## config.mk

```make
export PLATFORM = sky130hd
export DESIGN_NAME = i2s_pcm_sched
export DESIGN_NICKNAME = d
export VERILOG_FILES = /design/src/rtl/i2s_pcm_sched_pkg.sv /design/src/rtl/i2s_pcm_fifo.sv /design/src/rtl/i2s_pcm_sched.sv
export SDC_FILE = /design/constraint.sdc
export NUM_CORES = 1
export LEC_CHECK = 0
export BUFFER_PORTS_ARGS = -buffer_cell sky130_fd_sc_hd__buf_2
export CAP_MARGIN = 30
export CORE_MARGIN = 2
export CORE_UTILIZATION = 57
export DETAILED_ROUTE_END_ITERATION = 7
export PLACE_DENSITY_LB_ADDON = 0.3
export REMOVE_ABC_BUFFERS = 1
export SYNTH_ARGS = -nofsm -noshare
export SYNTH_HDL_FRONTEND = slang
export SYNTH_SLANG_ARGS = --single-unit
```

## constraint.sdc

```tcl
create_clock -name clk_i -period 7.2 [get_ports clk_i]
set_input_delay 1.8 -clock clk_i [delete_from_list [all_inputs] [get_ports clk_i]]
set_output_delay 1.8 -clock clk_i [all_outputs]
set_load 0.02 [all_outputs]
```

## src/rtl/i2s_pcm_sched_pkg.sv

```systemverilog
`default_nettype none
// ---------------------------------------------------------------------------
// i2s_pcm_sched_pkg : shared widths, stereo field slices, underrun policy. Rev 1.0
// ---------------------------------------------------------------------------
package i2s_pcm_sched_pkg;

  localparam int unsigned c_sample_w = 16;
  localparam int unsigned c_stereo_w = 32;

  typedef logic [c_sample_w-1:0] sample_t;
  typedef logic [c_stereo_w-1:0] stereo_t;

  typedef enum logic {
    URUN_ZERO = 1'b0,
    URUN_HOLD = 1'b1
  } urun_policy_e;

  function automatic sample_t left_of(input stereo_t w);
    return w[31:16];
  endfunction

  function automatic sample_t right_of(input stereo_t w);
    return w[15:0];
  endfunction

endpackage
`default_nettype wire

```

## src/rtl/i2s_pcm_fifo.sv

```systemverilog
`default_nettype none
// ---------------------------------------------------------------------------
// i2s_pcm_fifo : circular stereo-sample buffer, head-of-queue read. Rev 1.0
// ---------------------------------------------------------------------------
module i2s_pcm_fifo
  import i2s_pcm_sched_pkg::*;
#(
  parameter int unsigned DEPTH_LOG2 = 3
) (
  input  logic                clk_i,
  input  logic                reset_i,
  input  logic                flush_i,
  input  logic                wr_en_i,
  input  logic [c_stereo_w-1:0] wr_data_i,
  input  logic                pop_i,
  output logic [c_stereo_w-1:0] head_o,
  output logic [DEPTH_LOG2:0] level_o,
  output logic                full_o,
  output logic                empty_o
);

  localparam int unsigned c_depth = 1 << DEPTH_LOG2;
  localparam logic [DEPTH_LOG2:0] c_one = (DEPTH_LOG2+1)'(1);
  localparam logic [DEPTH_LOG2:0] c_full_lvl = (DEPTH_LOG2+1)'(c_depth);

  stereo_t             mem_q [c_depth];
  logic [DEPTH_LOG2:0] wr_ptr_q, wr_ptr_d;
  logic [DEPTH_LOG2:0] rd_ptr_q, rd_ptr_d;
  logic                w_do_wr;
  logic                w_do_pop;

  // Extra pointer MSB separates full from empty when the index bits match.
  assign level_o  = wr_ptr_q - rd_ptr_q;
  assign full_o   = (level_o == c_full_lvl);
  assign empty_o  = (level_o == '0);
  assign w_do_wr  = wr_en_i & ~full_o & ~flush_i;
  assign w_do_pop = pop_i & ~empty_o & ~flush_i;
  assign head_o   = mem_q[rd_ptr_q[DEPTH_LOG2-1:0]];

  always_comb begin
    wr_ptr_d = wr_ptr_q;
    rd_ptr_d = rd_ptr_q;
    if (flush_i) begin
      wr_ptr_d = '0;
      rd_ptr_d = '0;
    end else begin
      if (w_do_wr)  wr_ptr_d = wr_ptr_q + c_one;
      if (w_do_pop) rd_ptr_d = rd_ptr_q + c_one;
    end
  end

  always_ff @(posedge clk_i or posedge reset_i) begin
    if (reset_i) begin
      wr_ptr_q <= '0;
      rd_ptr_q <= '0;
    end else begin
      wr_ptr_q <= wr_ptr_d;
      rd_ptr_q <= rd_ptr_d;
    end
  end

  always_ff @(posedge clk_i) begin
    if (w_do_wr) mem_q[wr_ptr_q[DEPTH_LOG2-1:0]] <= wr_data_i;
  end

endmodule
`default_nettype wire

```

## src/rtl/i2s_pcm_sched.sv

```systemverilog
`default_nettype none
// ---------------------------------------------------------------------------
// i2s_pcm_sched : two-port sample arbiter + per-frame pop for I2S DAC. Rev 1.0
// ---------------------------------------------------------------------------
module i2s_pcm_sched
  import i2s_pcm_sched_pkg::*;
#(
  parameter int unsigned DEPTH_LOG2 = 3,
  parameter int unsigned POP_EDGE   = 1,
  parameter int unsigned URUN_BITS  = 16
) (
  input  logic                  clk_i,
  input  logic                  reset_i,
  input  logic                  lrck_i,
  input  logic                  enable_i,
  input  logic                  hold_last_i,
  input  logic                  req0_valid_i,
  input  logic [c_stereo_w-1:0] req0_data_i,
  output logic                  req0_ready_o,
  input  logic                  req1_valid_i,
  input  logic [c_stereo_w-1:0] req1_data_i,
  output logic                  req1_ready_o,
  output logic [c_sample_w-1:0] l_out_o,
  output logic [c_sample_w-1:0] r_out_o,
  output logic [DEPTH_LOG2:0]   level_o,
  output logic                  frame_tick_o,
  output logic                  underrun_o,
  input  logic                  urun_clr_i,
  output logic [URUN_BITS-1:0]  urun_cnt_o
);

  logic                 lrck_d_q;
  logic                 frame_tick_q;
  logic                 en_q;
  logic                 last_q, last_d;
  logic                 underrun_q, underrun_d;
  logic [URUN_BITS-1:0] urun_cnt_q, urun_cnt_d;
  sample_t              l_q, l_d;
  sample_t              r_q, r_d;

  logic                 w_pop_edge;
  logic                 w_grant0, w_grant1;
  logic                 w_xfer0, w_xfer1;
  logic                 w_wr_en;
  stereo_t              w_wr_data;
  stereo_t              w_head;
  logic                 w_full, w_empty;
  logic                 w_pop, w_urun;
  urun_policy_e         w_policy;

  if (POP_EDGE != 0) begin : g_pop_rise
    assign w_pop_edge = lrck_i & ~lrck_d_q;
  end else begin : g_pop_fall
    assign w_pop_edge = ~lrck_i & lrck_d_q;
  end

  // last_q = 1 means req1 was granted last, so req0 wins the next tie.
  assign w_grant0     = req0_valid_i & (~req1_valid_i | last_q);
  assign w_grant1     = req1_valid_i & (~req0_valid_i | ~last_q);
  assign req0_ready_o = w_grant0 & ~w_full & en_q;
  assign req1_ready_o = w_grant1 & ~w_full & en_q;
  assign w_xfer0      = req0_valid_i & req0_ready_o;
  assign w_xfer1      = req1_valid_i & req1_ready_o;
  assign w_wr_en      = w_xfer0 | w_xfer1;
  assign w_wr_data    = w_xfer1 ? req1_data_i : req0_data_i;

  assign w_pop    = frame_tick_q & en_q & ~w_empty;
  assign w_urun   = frame_tick_q & en_q & w_empty;
  assign w_policy = urun_policy_e'(hold_last_i);

  i2s_pcm_fifo #(
    .DEPTH_LOG2 (DEPTH_LOG2)
  ) u_fifo (
    .clk_i     (clk_i),
    .reset_i   (reset_i),
    .flush_i   (~en_q),
    .wr_en_i   (w_wr_en),
    .wr_data_i (w_wr_data),
    .pop_i     (w_pop),
    .head_o    (w_head),
    .level_o   (level_o),
    .full_o    (w_full),
    .empty_o   (w_empty)
  );

  always_comb begin
    last_d     = last_q;
    l_d        = l_q;
    r_d        = r_q;
    underrun_d = underrun_q;
    urun_cnt_d = urun_cnt_q;

    if (w_xfer0)      last_d = 1'b0;
    else if (w_xfer1) last_d = 1'b1;

    if (frame_tick_q) begin
      if (!en_q) begin
        l_d = '0;
        r_d = '0;
      end else if (!w_empty) begin
        l_d = left_of(w_head);
        r_d = right_of(w_head);
      end else if (w_policy == URUN_ZERO) begin
        l_d = '0;
        r_d = '0;
      end
    end

    // Clear wins over an underrun landing in the same cycle.
    if (urun_clr_i) begin
      underrun_d = 1'b0;
      urun_cnt_d = '0;
    end else if (w_urun) begin
      underrun_d = 1'b1;
      if (urun_cnt_q != '1) urun_cnt_d = urun_cnt_q + URUN_BITS'(1);
    end
  end

  always_ff @(posedge clk_i or posedge reset_i) begin
    if (reset_i) begin
      lrck_d_q     <= 1'b0;
      frame_tick_q <= 1'b0;
      en_q         <= 1'b0;
      last_q       <= 1'b1;
      underrun_q   <= 1'b0;
      urun_cnt_q   <= '0;
      l_q          <= '0;
      r_q          <= '0;
    end else begin
      lrck_d_q     <= lrck_i;
      frame_tick_q <= w_pop_edge;
      en_q         <= enable_i;
      last_q       <= last_d;
      underrun_q   <= underrun_d;
      urun_cnt_q   <= urun_cnt_d;
      l_q          <= l_d;
      r_q          <= r_d;
    end
  end

  assign l_out_o      = l_q;
  assign r_out_o      = r_q;
  assign frame_tick_o = frame_tick_q;
  assign underrun_o   = underrun_q;
  assign urun_cnt_o   = urun_cnt_q;

endmodule
`default_nettype wire
```

Word-level counts from Yosys, hierarchy flattened

Memory sizes are Yosys's and may differ from the RTL's.
Cells that the tools add are included.
W data, S select, Z words.

Order comparisons: 0
Shift operators: 0
Muxes and demuxes: 19
Eq/ne operators: 5
Add/subtract/negate cells: 4
Multiply operators: 0
Divide/modulo/power cells: 0
Bitwise operators: 25
Reductions and logical operators: 6

Operators by type and width:

| cell                    | count |
|---|---|
| $mux W16                | 8 |
| $mux W32                | 1 |
| $add A16 B1 Y16 const B | 1 |
| $and A1 B1 Y1           | 16 |
| $mux W4                 | 4 |
| $ne A16 B16 Y1 const B  | 1 |
| $add A4 B1 Y4 const B   | 2 |
| $mux W1                 | 6 |
| $not A1 Y1              | 6 |
| $reduce_bool A2 Y1      | 3 |
| $eq A4 B4 Y1 const B    | 1 |
| $logic_not A4 Y1        | 1 |
| $ne A2 B1 Y1 const B    | 2 |
| $reduce_and A2 Y1       | 2 |
| $sub A4 B4 Y4           | 1 |
| $ne A3 B3 Y1 const B    | 1 |
| $or A1 B1 Y1            | 3 |

Word-level logic and storage cells: 70
RAM bits: 256
Register bits: 61
Output and inout port bits: 56
Memories: 1
Bits in read-only memories: 0
Input bits: 72
Bits in latches: 0

Memory list:

| name         | depth | width | read ports | clocked after memory_dff | write ports | line               | RTL |
|---|---|---|---|---|---|---|---|
| u_fifo.mem_q | 8     | 32    | 1          | 0                        | 1           | i2s_pcm_fifo.sv:26 | `stereo_t mem_q [c_depth];` |

Logic depth before layout (Yosys ltp)

Gate-level depths: netlist of the first run.

Depth after elaboration: 11
Mapped depth: 11
Mapped depth without buffers: 9

Modules after synthesis

Synthesis of the first run repeated with hierarchy kept, for this count alone.

Cell total of the unflattened synthesis: 748
Area, all modules: 12919.9 um^2

By module, submodules not included:

| module        | times used | sequential area each (um^2) | area each (um^2) | cells an instance |
|---|---|---|---|---|
| i2s_pcm_fifo  | 1          | 7887.6                      | 10284.9          | 518 |
| i2s_pcm_sched | 1          | 1327.5                      | 2635.0           | 230 |

Worst setup path after synthesis of the first run

No wires, ideal clock.

Kind: reg-to-reg
Start: reg u_fifo.rd_ptr_q[1]
End: mem u_fifo.mem_q[2][0] (netlist bit), enable pin
Period minus slack after synthesis: 6.127 ns
Required time: 6.699 ns
Stages on the path, launching flop included: 9
Path slack: 1.073 ns
Arrival: 5.626 ns
Buffers on the path: 2
Setup time: 0.501 ns
Path through: dfrtp_1 -> buf_1 -> buf_1 -> inv_1 -> fa_1 -> xor2_1 -> nor3_2 -> a31o_2 -> nor4_1

Longest elaborated chain between the ends: 11
Elaborated cells between the ends (all ways): 14
Those cells by class: 1 x add/sub; 1 x eq/ne; 2 x mux; 10 x bitwise

RTL lines:

| what                                                 | line                                                         | RTL |
|---|---|---|
| start: declaration                                   | i2s_pcm_fifo.sv:28                                           | `logic [DEPTH_LOG2:0] rd_ptr_q, rd_ptr_d;` |
| start signal: assignment                             | i2s_pcm_fifo.sv:58                                           | `rd_ptr_q <= rd_ptr_d;` |
| $sub A4 B4 Y4 (*)                                    | i2s_pcm_fifo.sv:33                                           | `assign level_o = wr_ptr_q - rd_ptr_q;` |
| net level_o[2]                                       | i2s_pcm_sched.sv:25                                          | `output logic [DEPTH_LOG2:0] level_o,` |
| $eq A4 B4 Y1 (*)                                     | i2s_pcm_fifo.sv:34                                           | `assign full_o = (level_o == c_full_lvl);` |
| $not A1 Y1 (*)                                       | i2s_pcm_fifo.sv:36, i2s_pcm_sched.sv:60, i2s_pcm_sched.sv:61 |  |
| $and A1 B1 Y1, on equally long branches (2 in a row) | i2s_pcm_sched.sv:60, i2s_pcm_sched.sv:61                     |  |
| $and A1 B1 Y1, on equally long branches              | i2s_pcm_sched.sv:62, i2s_pcm_sched.sv:63                     |  |
| $or A1 B1 Y1                                         | i2s_pcm_sched.sv:64                                          | `assign w_wr_en = w_xfer0 \| w_xfer1;` |
| $and A1 B1 Y1 (*) (2 in a row)                       | i2s_pcm_fifo.sv:36                                           | `assign w_do_wr = wr_en_i & ~full_o & ~flush_i;` |
| $mux W1 (*)                                          | i2s_pcm_fifo.sv:63                                           | `if (w_do_wr) mem_q[wr_ptr_q[DEPTH_LOG2-1:0]] <= wr_data_i;` |
| $mux W1 (not written as such) (*)                    | i2s_pcm_fifo.sv:63                                           |  |
| end: declaration                                     | i2s_pcm_fifo.sv:26                                           |  |

The timed path passes the listed nets; every way through them passes the cells marked *.

Final worst setup path of the first run

Start: reg u_fifo.rd_ptr_q[1]
End: out req1_ready_o

Longest elaborated chain between the ends: 5

RTL lines:

| what                       | line                | RTL |
|---|---|---|
| $sub A4 B4 Y4              | i2s_pcm_fifo.sv:33  |  |
| $eq A4 B4 Y1               | i2s_pcm_fifo.sv:34  |  |
| $not A1 Y1                 | i2s_pcm_sched.sv:61 | `assign req1_ready_o = w_grant1 & ~w_full & en_q;` |
| $and A1 B1 Y1 (2 in a row) | i2s_pcm_sched.sv:61 |  |
| end: declaration           | i2s_pcm_sched.sv:22 | `output logic req1_ready_o,` |

No other way between the ends.

==> results of run 1 <==
-- routing by layer --
layer / GRT usage, % / vias up
li1: - / 3077
met1: 32.3 / 3664
met2: 39.4 / 254
met3: 3.47 / 49
met4: 7.01 / 0
met5: 0 / -
-- power breakdown --
part           switching, mW  internal (mW)  total [mW]  leakage [nW]
clock network          0.668          0.934        1.60         0.498
registers              0.147           2.27        2.41          3.13
logic                  0.762          0.502        1.26          1.81
total                   1.58           3.70        5.28          5.44
-- synth_stat cells, types with 3 or more instances --
master,n,area [um^2]
nand2_1,16,60.1
nand4b_1,5,43.8
mux4_2,64,1440
or2_2,3,18.8
mux2i_1,34,340
edfxtp_1,256,7690
or3_1,6,37.5
o21ai_0,6,30.0
mux2_1,32,360
o41ai_1,6,52.6
o2bb2ai_1,32,280
ha_1,6,75.1
nor2_1,12,45.0
nand3_1,13,65.1
dfrtp_1,60,1500
o31ai_1,9,67.6
buf_2,12,60.1
a21oi_1,21,105
nand4_1,5,31.3
buf_6,4,45.0
inv_1,10,37.5
clkbuf_1,12,45.0
nor3_1,5,25.0
o21ai_1,5,25.0
buf_1,7,26.3
or4_1,10,75.1
-- critical path, stage by stage (launching register included) --
cell,delay (ns)
dfrtp_4,1.10
inv_1,0.23
fa_1,0.48
xor2_1,0.19
or3_4,0.36
o31a_2,0.34
nand3_4,0.48
inv_2,0.03
buf_2,0.17
-- through the flow --
| step | utilization, % | std cells |
|---|---|---|
| after floorplan | - | 649 |
| after global placement | 62.8 | 1067 |
| after detailed placement | 63.0 | 1068 |
| after CTS | 67.6 | 1126 |
| after global routing | 67.7 | 1127 |
| final | 67.7 | 1127 |
-- sequential cells by signal, indices dropped and copies added (netlist names) --
register         flops
u_fifo.wr_ptr_q      4
lrck_d_q             1
u_fifo.rd_ptr_q      4
urun_cnt_o          16
frame_tick_o         1
last_q               1
underrun_o           1
l_out_o             16
en_q                 1
r_out_o             16
u_fifo.mem_q       256
-- layout make-up --
type	count	area, um^2
clock buffers	47	896
clock inverters	11	129
fillers	1450	7100
inverters	13	50.0
multi-input cells	319	3500
flip-flops and latches	317	9220
well taps	280	350
repair buffers	140	773
-- logic make-up after synthesis --
kind of cell	Yosys count	synth area share (%)
simple gates	88	4.01
mux	130	16.6
buf+inv	48	1.75
flops	317	71.6
xor+xnor	4	0.272
compound gates	90	5.04
fa+ha+maj	7	0.738
-- how the worst max path moves through the flow --
stage | from | to | slack, ns | cells after the start
finish | u_fifo.rd_ptr_q[1] | req1_ready_o | 1.44 | 8
CTS | u_fifo.rd_ptr_q[1] | req1_ready_o | 1.37 | 8
floorplan | u_fifo.rd_ptr_q[0] | u_fifo.mem_q[2][0] | -0.78 | 7
global route | u_fifo.rd_ptr_q[1] | req1_ready_o | 1.28 | 8
global placement | u_fifo.rd_ptr_q[1] | req1_ready_o | 2.10 | 8
detailed placement | u_fifo.rd_ptr_q[1] | req1_ready_o | 2.01 | 8
==> results.yml, run 1 <==
final_layout:
  final_common_cell: "edfxtp_1"
  drive_above_1_share_pct: 32.6
  final_cell_mix: "edfxtp_1 (256), buf_2 (127), mux4_2 (64)"
  layout.nets: 901
  fin_area_mm2: 0.0149
  diodes: 0
  synthToLayoutAreaGrowth_pct: 15.9
yosys:
  ys_seq_area_share_pct: 71.6
  syn_area_mm2: 0.0129
  synth-async-reset-ratio_pct: 19.2
  ys_warn_count: 0
  ys.flop_type: "edfxtp_1"
  synth-edff-count: 256
  synth_cells: 684
  syn_area_per_cell_um2: 18.8
  ys_ff_latch: 317
  synth.distinct_cells: 52
worst_hold_path:
  hold_depth: 1
  holdPathEnd: "frame_tick_o"
  min_path_type: "reg2reg"
  min_from: "lrck_d_q"
timing:
  grt_setup_unrepaired: "false"
  fmax_ghz: 0.173
  layout_worst_path_cycle_share_pct: 80.1
  setup_violations: 0
  slew_violations: 0
  hold_viol: 0
  tightest_slew_ns: 1.07
  tns_ns: 0
  min_period_ns: 5.76
  holdWs_ns: 0.412
  clock_skew_ns: 0.00828
  relSlewSlack_pct: 28.6
  setup_slack_ns: 1.44
routing:
  wl_met1_um: 11400
  met2_length_um: 13700
  detail_route.wl_per_cell_um: 24.2
  wl_met3_um: 1510
  antenna_left: 0
  drc: 0
  dr.first_iter.drc_count: 517
  via_count: 7044
  totalWireLength_um: 27300
  top_layer: "met4"
  drt_first_pass_iters: 4
  viasPerCell: 6.25
setup_path:
  crit_type: "reg2out"
  rr_endpoint: "u_fifo.mem_q[4][13]"
  worstRegToRegCells: 8
  rr_startpoint: "u_fifo.rd_ptr_q[1]"
  crit_arrival_ns: 3.96
  rrSetupSlack_ns: 3.14
  start_kind: "flip-flop"
  endpoint_kind: "output port"
  required_ns: 5.40
  cp_max_fo: 68
clock_network:
  clkTransAtPathRegs_ns: 0.06
  cts_buffer_depth: 3
  ctsResizeCount: 0
  clk_latency_ns: 0.56
  numCtsBuffers: 31
  cts_setup_buffers: 0
  cts_tree: "built"
  cts_hold_buf: 0
  cts_root_buffer: "clkbuf_16"
  cts_sinks: 317
  htreeDepth: 1
floorplan:
  io_pins: 128
  start_util_pct: 58.5
  die_h_um: 154
  rows: 54
  core_area_mm2: 0.0220
  dieArea_mm2: 0.0238
  die_w_um: 154
power_and_ir_drop:
  p_total_mw: 5.28
  power.leakage_nw: 5.44
  cellPowerDensity_mw_per_mm2: 354
  ir_drop_mv: 0.246
status:
  run_status: "complete, no violations"
placed_design:
  pre_cts_ws_ns: 2.01
  post_dp_cell_area_mm2: 0.0139
  gp_congestion: 0.862
  dpl.hpwl_um: 14400
  port-buffer-count: 127
global_route:
  grt_pass1_vias: 7466
  antenna_found_initial: 0
  grt_pass1_wl_um: 42600
  track_usage_pct: 23.4
  grt_max_degree: 69
  gr-total-overflow: 0
run:
  drv_cap: 0
(Power assumes the default switching activity.)
==> run 2, diff against run 1 <==
--- a/config.mk
+++ b/config.mk
@@ -8,7 +8,7 @@
 export BUFFER_PORTS_ARGS = -buffer_cell sky130_fd_sc_hd__buf_2
 export CAP_MARGIN = 30
 export CORE_MARGIN = 2
-export CORE_UTILIZATION = 57
+export CORE_UTILIZATION = 53
 export DETAILED_ROUTE_END_ITERATION = 7
 export PLACE_DENSITY_LB_ADDON = 0.3
 export REMOVE_ABC_BUFFERS = 1
==> constraint.sdc (replaced) <==
create_clock -name clk_i -period 4.8 [get_ports clk_i]
set_input_delay 1.2 -clock clk_i [delete_from_list [all_inputs] [get_ports clk_i]]
set_output_delay 1.2 -clock clk_i [all_outputs]
set_load 0.02 [all_outputs]
==> run 2 against run 1 <==
  * Worst setup slack got worse by 0.94 ns
  * Via count about the same
  * Critical path type unchanged
  * Global-route usage decreased by 1.0 points
  * Largest cell class unchanged
  * Power increased by 54%
  * Sequential power increased by 47%
  * Clock power increased by 62%
  * Register-to-register slack got worse by 2.1 ns
  * Sequential share of layout area decreased by 0.72 points
  * Non-clock buffer count increased by 4
  * Clock-buffer cell count increased by 2
  * Utilization decreased by 5.1 points
  * Cell count increased by 4.5%
==> results.yml, run 2 (synthesis gave the netlist of run 1 again) <==
final_layout:
  diodes: 0
  largest_reg_flops: 256
  final_common_cell: "edfxtp_1"
  fin_area_mm2: 0.0151
  drive_above_1_share_pct: 33.3
  final_cell_mix: "edfxtp_1 (256), buf_2 (127), mux4_2 (64)"
  layout.nets: 908
  num-fill-cells: 1764
  synthToLayoutAreaGrowth_pct: 17.2
clock_network:
  cts_sinks: 317
  clkTransAtPathRegs_ns: 0.06
  ctsResizeCount: 0
  numCtsBuffers: 34
  cts_hold_buf: 0
  cts_setup_buffers: 0
  htreeDepth: 2
  cts_buffer_depth: 3
  clk_latency_ns: 0.52
  cts_tree: "built"
  cts_root_buffer: "clkbuf_16"
timing:
  tns_ns: 0
  layout_worst_path_cycle_share_pct: 89.7
  min_period_ns: 4.30
  slew_violations: 0
  grt_setup_unrepaired: "false"
  setup_violations: 0
  fmax_ghz: 0.232
  hold_viol: 0
  relSlewSlack_pct: 36.4
  clock_skew_ns: 0.0203
  tightest_slew_ns: 0.954
setup_path:
  endpoint_kind: "output port"
  critPathBufInv: 3
  worstRegToRegCells: 10
  required_ns: 3.60
  path_cells: "inv_1 -> ha_1 -> inv_1 -> fa_1 -> xor2_1 -> or3_4 -> o31ai_1 -> nor2_1 -> buf_2"
  start_kind: "flip-flop"
  cp_slowest_stage_delay_ns: 0.48
  rr_endpoint: "u_fifo.mem_q[0][15]"
  cp_max_fo: 7
  crit_arrival_ns: 3.10
  path_delay_family: "adder cells"
  rr_startpoint: "u_fifo.wr_ptr_q[0]"
  critPathMostFrequentCell: "inv_1"
  critPathSlowestCell: "o31ai_1"
  rrSetupSlack_ns: 1.01
  crit_type: "reg2out"
power_and_ir_drop:
  cellPowerDensity_mw_per_mm2: 539
  p_total_mw: 8.14
  power.leakage_nw: 5.49
  ir_drop_mv: 0.332
floorplan:
  die_w_um: 160
  dieArea_mm2: 0.0256
  core_area_mm2: 0.0241
  io_pins: 128
  die_h_um: 160
  start_util_pct: 53.4
  rows: 57
global_route:
  grt_pass1_vias: 7334
  grt_pass1_wl_um: 43200
  grt_max_degree: 68
  antenna_found_initial: 0
  gr-total-overflow: 0
  track_usage_pct: 22.3
status:
  run_status: "complete, no violations"
worst_hold_path:
  hold_depth: 1
  holdPathEnd: "frame_tick_o"
  min_from: "lrck_d_q"
  min_path_type: "reg2reg"
placed_design:
  gp_congestion: 0.857
  port-buffer-count: 127
  post_dp_cell_area_mm2: 0.0140
  dpl.hpwl_um: 16100
routing:
  drc: 0
  detail_route.wl_per_cell_um: 23.6
  dr.first_iter.drc_count: 653
  totalWireLength_um: 27900
  antenna_left: 0
  viasPerCell: 5.97
  via_count: 7038
  drt_first_pass_iters: 4
run:
  drv_cap: 0
[run 2: cell type report]
cell class	count	area (um^2)	area share [%]
multi-input combinational	319	3500	23.2
clock inverter	12	165	1.09
inverter	13	50.0	0.331
tap	324	405	2.69
clock buffer	49	958	6.35
timing repair buffer	144	796	5.27
sequential	317	9220	61.1
[run 2: worst max path at each step]
stage | start | end | slack, ns | cells after the start
final | u_fifo.wr_ptr_q[0] | req0_ready_o | 0.50 | 9
after global routing | u_fifo.wr_ptr_q[0] | req0_ready_o | 0.36 | 9
after CTS | u_fifo.wr_ptr_q[0] | req0_ready_o | 0.51 | 9
after detailed placement | u_fifo.wr_ptr_q[0] | req0_ready_o | 1.07 | 9
after global placement | u_fifo.wr_ptr_q[0] | req0_ready_o | 1.10 | 9
after floorplan | u_fifo.rd_ptr_q[0] | u_fifo.mem_q[2][0] | -3.18 | 7
[run 2: stage by stage]
step / util, % / std cells / setup WS [ns] / hold WS [ns]
after floorplan: - / 649 / -3.18 / 0.378
after global placement: 57.8 / 1115 / 1.10 / 0.390
after detailed placement: 57.9 / 1116 / 1.07 / 0.392
after CTS: 62.6 / 1177 / 0.507 / 0.400
after global routing: 62.6 / 1178 / 0.356 / 0.406
final: 62.6 / 1178 / 0.495 / 0.398
[run 2: power breakdown]
part | switching, mW | leakage (nW) | internal, mW | total [mW]
registers | 0.146 | 3.13 | 3.40 | 3.55
logic | 1.21 | 1.82 | 0.785 | 2.00
clock network | 1.03 | 0.540 | 1.56 | 2.59
[run 2: per-layer routing]
metal / vias to the layer above / wire length, um / track usage [%]
li1: 3088 / - / -
met1: 3667 / 11400 / 30.8
met2: 241 / 14100 / 37.2
met3: 42 / 1900 / 4.36
met4: 0 / 546 / 5.77
met5: - / 0 / 0
==> run 3, diff against run 2 <==
--- a/config.mk
+++ b/config.mk
@@ -5,13 +5,13 @@
 export SDC_FILE = /design/constraint.sdc
 export NUM_CORES = 1
 export LEC_CHECK = 0
+export ABC_AREA = 1
 export BUFFER_PORTS_ARGS = -buffer_cell sky130_fd_sc_hd__buf_2
 export CAP_MARGIN = 30
 export CORE_MARGIN = 2
 export CORE_UTILIZATION = 53
 export DETAILED_ROUTE_END_ITERATION = 7
 export PLACE_DENSITY_LB_ADDON = 0.3
-export REMOVE_ABC_BUFFERS = 1
 export SYNTH_ARGS = -nofsm -noshare
 export SYNTH_HDL_FRONTEND = slang
 export SYNTH_SLANG_ARGS = --single-unit
==> run 3 against run 2 <==
  * Die area is 4.1% higher
  * Register-to-register slack better by 0.02 ns
  * Utilization is 1.1 points lower
  * Worst setup slack hardly changed
  * Power is 3.0% lower
  * Area after synthesis is 4.2% higher
  * Flip-flop and latch count stayed put
  * Highest routed layer unchanged
  * Global-route usage is 1.2 points higher
  * Critical path type unchanged
  * Largest power group unchanged
==> results.yml, run 3 <==
floorplan:
  die_w_um: 163
  die_h_um: 163
  start_util_pct: 53.6
  dieArea_mm2: 0.0266
  io_pins: 128
  core_area_mm2: 0.0250
  rows: 58
global_route:
  antenna_found_initial: 0
  grt_use_met1_pct: 34.4
  gr-total-overflow: 0
  use_met3_pct: 2.84
  track_usage_pct: 23.5
  grt_max_degree: 85
  met2_usage_pct: 38.2
  top_usage_layer: "met2"
  grt_pass1_vias: 9098
  grt_pass1_wl_um: 48900
yosys:
  synth_cells: 1266
  synth-async-reset-ratio_pct: 19.2
  synth_area_leaders: "edfxtp_1 (57%), nand2_1 (13%), dfrtp_1 (11%)"
  ys_seq_area_share_pct: 68.7
  ys_ff_latch: 317
  syn_area_mm2: 0.0134
  synth_nets: 1345
  ys.flop_type: "edfxtp_1"
  synth_area_leader_cell: "edfxtp_1"
  yosys.area.top_type_share_pct: 57.3
  ys_warn_count: 0
  synth_most_common_cell: "nand2_1"
  synth.distinct_cells: 31
  synth-edff-count: 256
  syn_area_per_cell_um2: 10.6
  synth_common_cells: "nand2_1 (475), edfxtp_1 (256), nand3_1 (125)"
clock_network:
  ctsResizeCount: 0
  cts_tree: "built"
  clkTransAtPathRegs_ns: 0.06
  cts_sinks: 317
  htreeDepth: 1
  clk_latency_ns: 0.55
  numCtsBuffers: 30
  cts_setup_buffers: 0
  cts_buffer_depth: 3
  cts_root_buffer: "clkbuf_16"
  cts_hold_buf: 0
routing:
  drc: 0
  via_count: 9479
  totalWireLength_um: 30900
  antenna_left: 0
  viasPerCell: 5.46
  dr.first_iter.drc_count: 860
  detail_route.wl_per_cell_um: 17.8
  drt_first_pass_iters: 5
timing:
  clock_skew_ns: 0.00898
  grt_setup_unrepaired: "false"
  slew_violations: 0
  hold_viol: 0
  min_period_ns: 4.30
  tightest_slew_ns: 0.932
  fmax_ghz: 0.232
  layout_worst_path_cycle_share_pct: 89.7
  tns_ns: 0
  relSlewSlack_pct: 37.5
  setup_violations: 0
placed_design:
  gp_congestion: 0.837
  port-buffer-count: 127
  dp_cells: 1681
  dpl.hpwl_um: 18200
setup_path:
  start_kind: "flip-flop"
  endpoint_kind: "output port"
  cp_max_fo: 33
  crit_arrival_ns: 3.10
  required_ns: 3.60
  crit_type: "reg2out"
final_layout:
  synthToLayoutAreaGrowth_pct: 14.7
  drive_above_1_share_pct: 15.8
  final_common_cell: "nand2_1"
  final_cell_mix: "nand2_1 (475), edfxtp_1 (256), buf_2 (127)"
  fin_util_pct: 61.5
  num-fill-cells: 1994
  seqCellArea_mm2: 0.00922
  diodes: 0
  finalNonFillerCells: 1737
  largest_reg_flops: 256
  multiInputGateArea_mm2: 0.00381
  layout.nets: 1462
power_and_ir_drop:
  power.leakage_nw: 6.32
  cellPowerDensity_mw_per_mm2: 513
  p_total_mw: 7.90
  ir_drop_mv: 0.265
worst_hold_path:
  min_path_type: "reg2reg"
run:
  drv_cap: 0
status:
  run_status: "complete, no violations"
## run 3: changes by cell type in the layout (fill, tap and decap cells not counted), moves of 9 or more
| cell | delta |
|---|---|
| nand3_1 | +112 |
| mux2i_1 | -34 |
| mux2_1 | -32 |
| nand2_1 | +459 |
| o22ai_1 | +32 |
| nor2_1 | +88 |
| inv_1 | +14 |
| a21oi_1 | -16 |
| or4_1 | -10 |
| mux4_2 | -64 |
| o21ai_0 | +63 |
| o31ai_1 | -9 |
| o2bb2ai_1 | -32 |
## run 3: final cells by class
| type | instances | area share (%) |
|---|---|---|
| clock buffers | 40 | 5.39 |
| clock inverters | 16 | 0.869 |
| inverters | 29 | 0.715 |
| multi-input cells | 853 | 24.7 |
| flip-flops and latches | 317 | 59.9 |
| well taps | 330 | 2.68 |
| repair buffers | 152 | 5.72 |
## run 3: logic make-up (layout without fill, tap and decap cells)
logic type               after synthesis  after routing  synth area share (%)
AND/OR/NAND/NOR                      722            722                  21.9
flip-flops                           317            317                  68.7
AO/OA/AOI/OAI                        112            112                  4.63
buffers and inverters                 96            237                  3.35
XOR/XNOR                              12             12                 0.783
adder cells (fa/ha/maj)                7              7                 0.708
## run 3: report_power, final
group          internal, mW  switching, mW  total [mW]
clock network          1.32          0.987        2.30
logic                 0.555           1.46        2.01
registers              3.45          0.128        3.58
## run 3: worst max-delay path, stage by stage, from the launching register on
cell,delay [ns]
dfrtp_1,0.41
inv_1,0.19
ha_1,0.18
inv_1,0.06
fa_1,0.38
xor2_1,0.25
nor2_2,0.10
nand3_2,0.11
nand2_2,0.07
inv_2,0.52
buf_2,0.29
## run 3: path summary, 6_finish.rpt
path	startpoint	endpoint	slack, ns	depth (start not counted)
hold reg to reg	lrck_d_q	frame_tick_o	0.40	1
setup reg to reg	u_fifo.wr_ptr_q[0]	u_fifo.mem_q[6][5]	1.03	13
setup / recovery	u_fifo.wr_ptr_q[0]	req1_ready_o	0.50	10
max in group asynchronous	reset_i	u_fifo.rd_ptr_q[0]	3.42	3
min in group asynchronous	reset_i	underrun_o	0.67	2
hold / removal	lrck_d_q	frame_tick_o	0.40	1
## run 3: layer usage
layer  wire length (um)  share of wire (%)
met5                  0                  0
met4                458                1.5
met3               2250                7.3
met2              14400                 47
met1              13800                 45
## run 3: metrics by stage
stage / hold WS [ns] / setup WS, ns / cell area, um^2
6_report: 0.397 / 0.495 / 15400
4_1_cts: 0.403 / 0.519 / 15400
2_1_floorplan: 0.376 / 0.0453 / 13400
5_1_grt: 0.413 / 0.398 / 15400
3_3_place_gp: 0.392 / 1.17 / 14400
3_5_place_dp: 0.390 / 1.07 / 14400
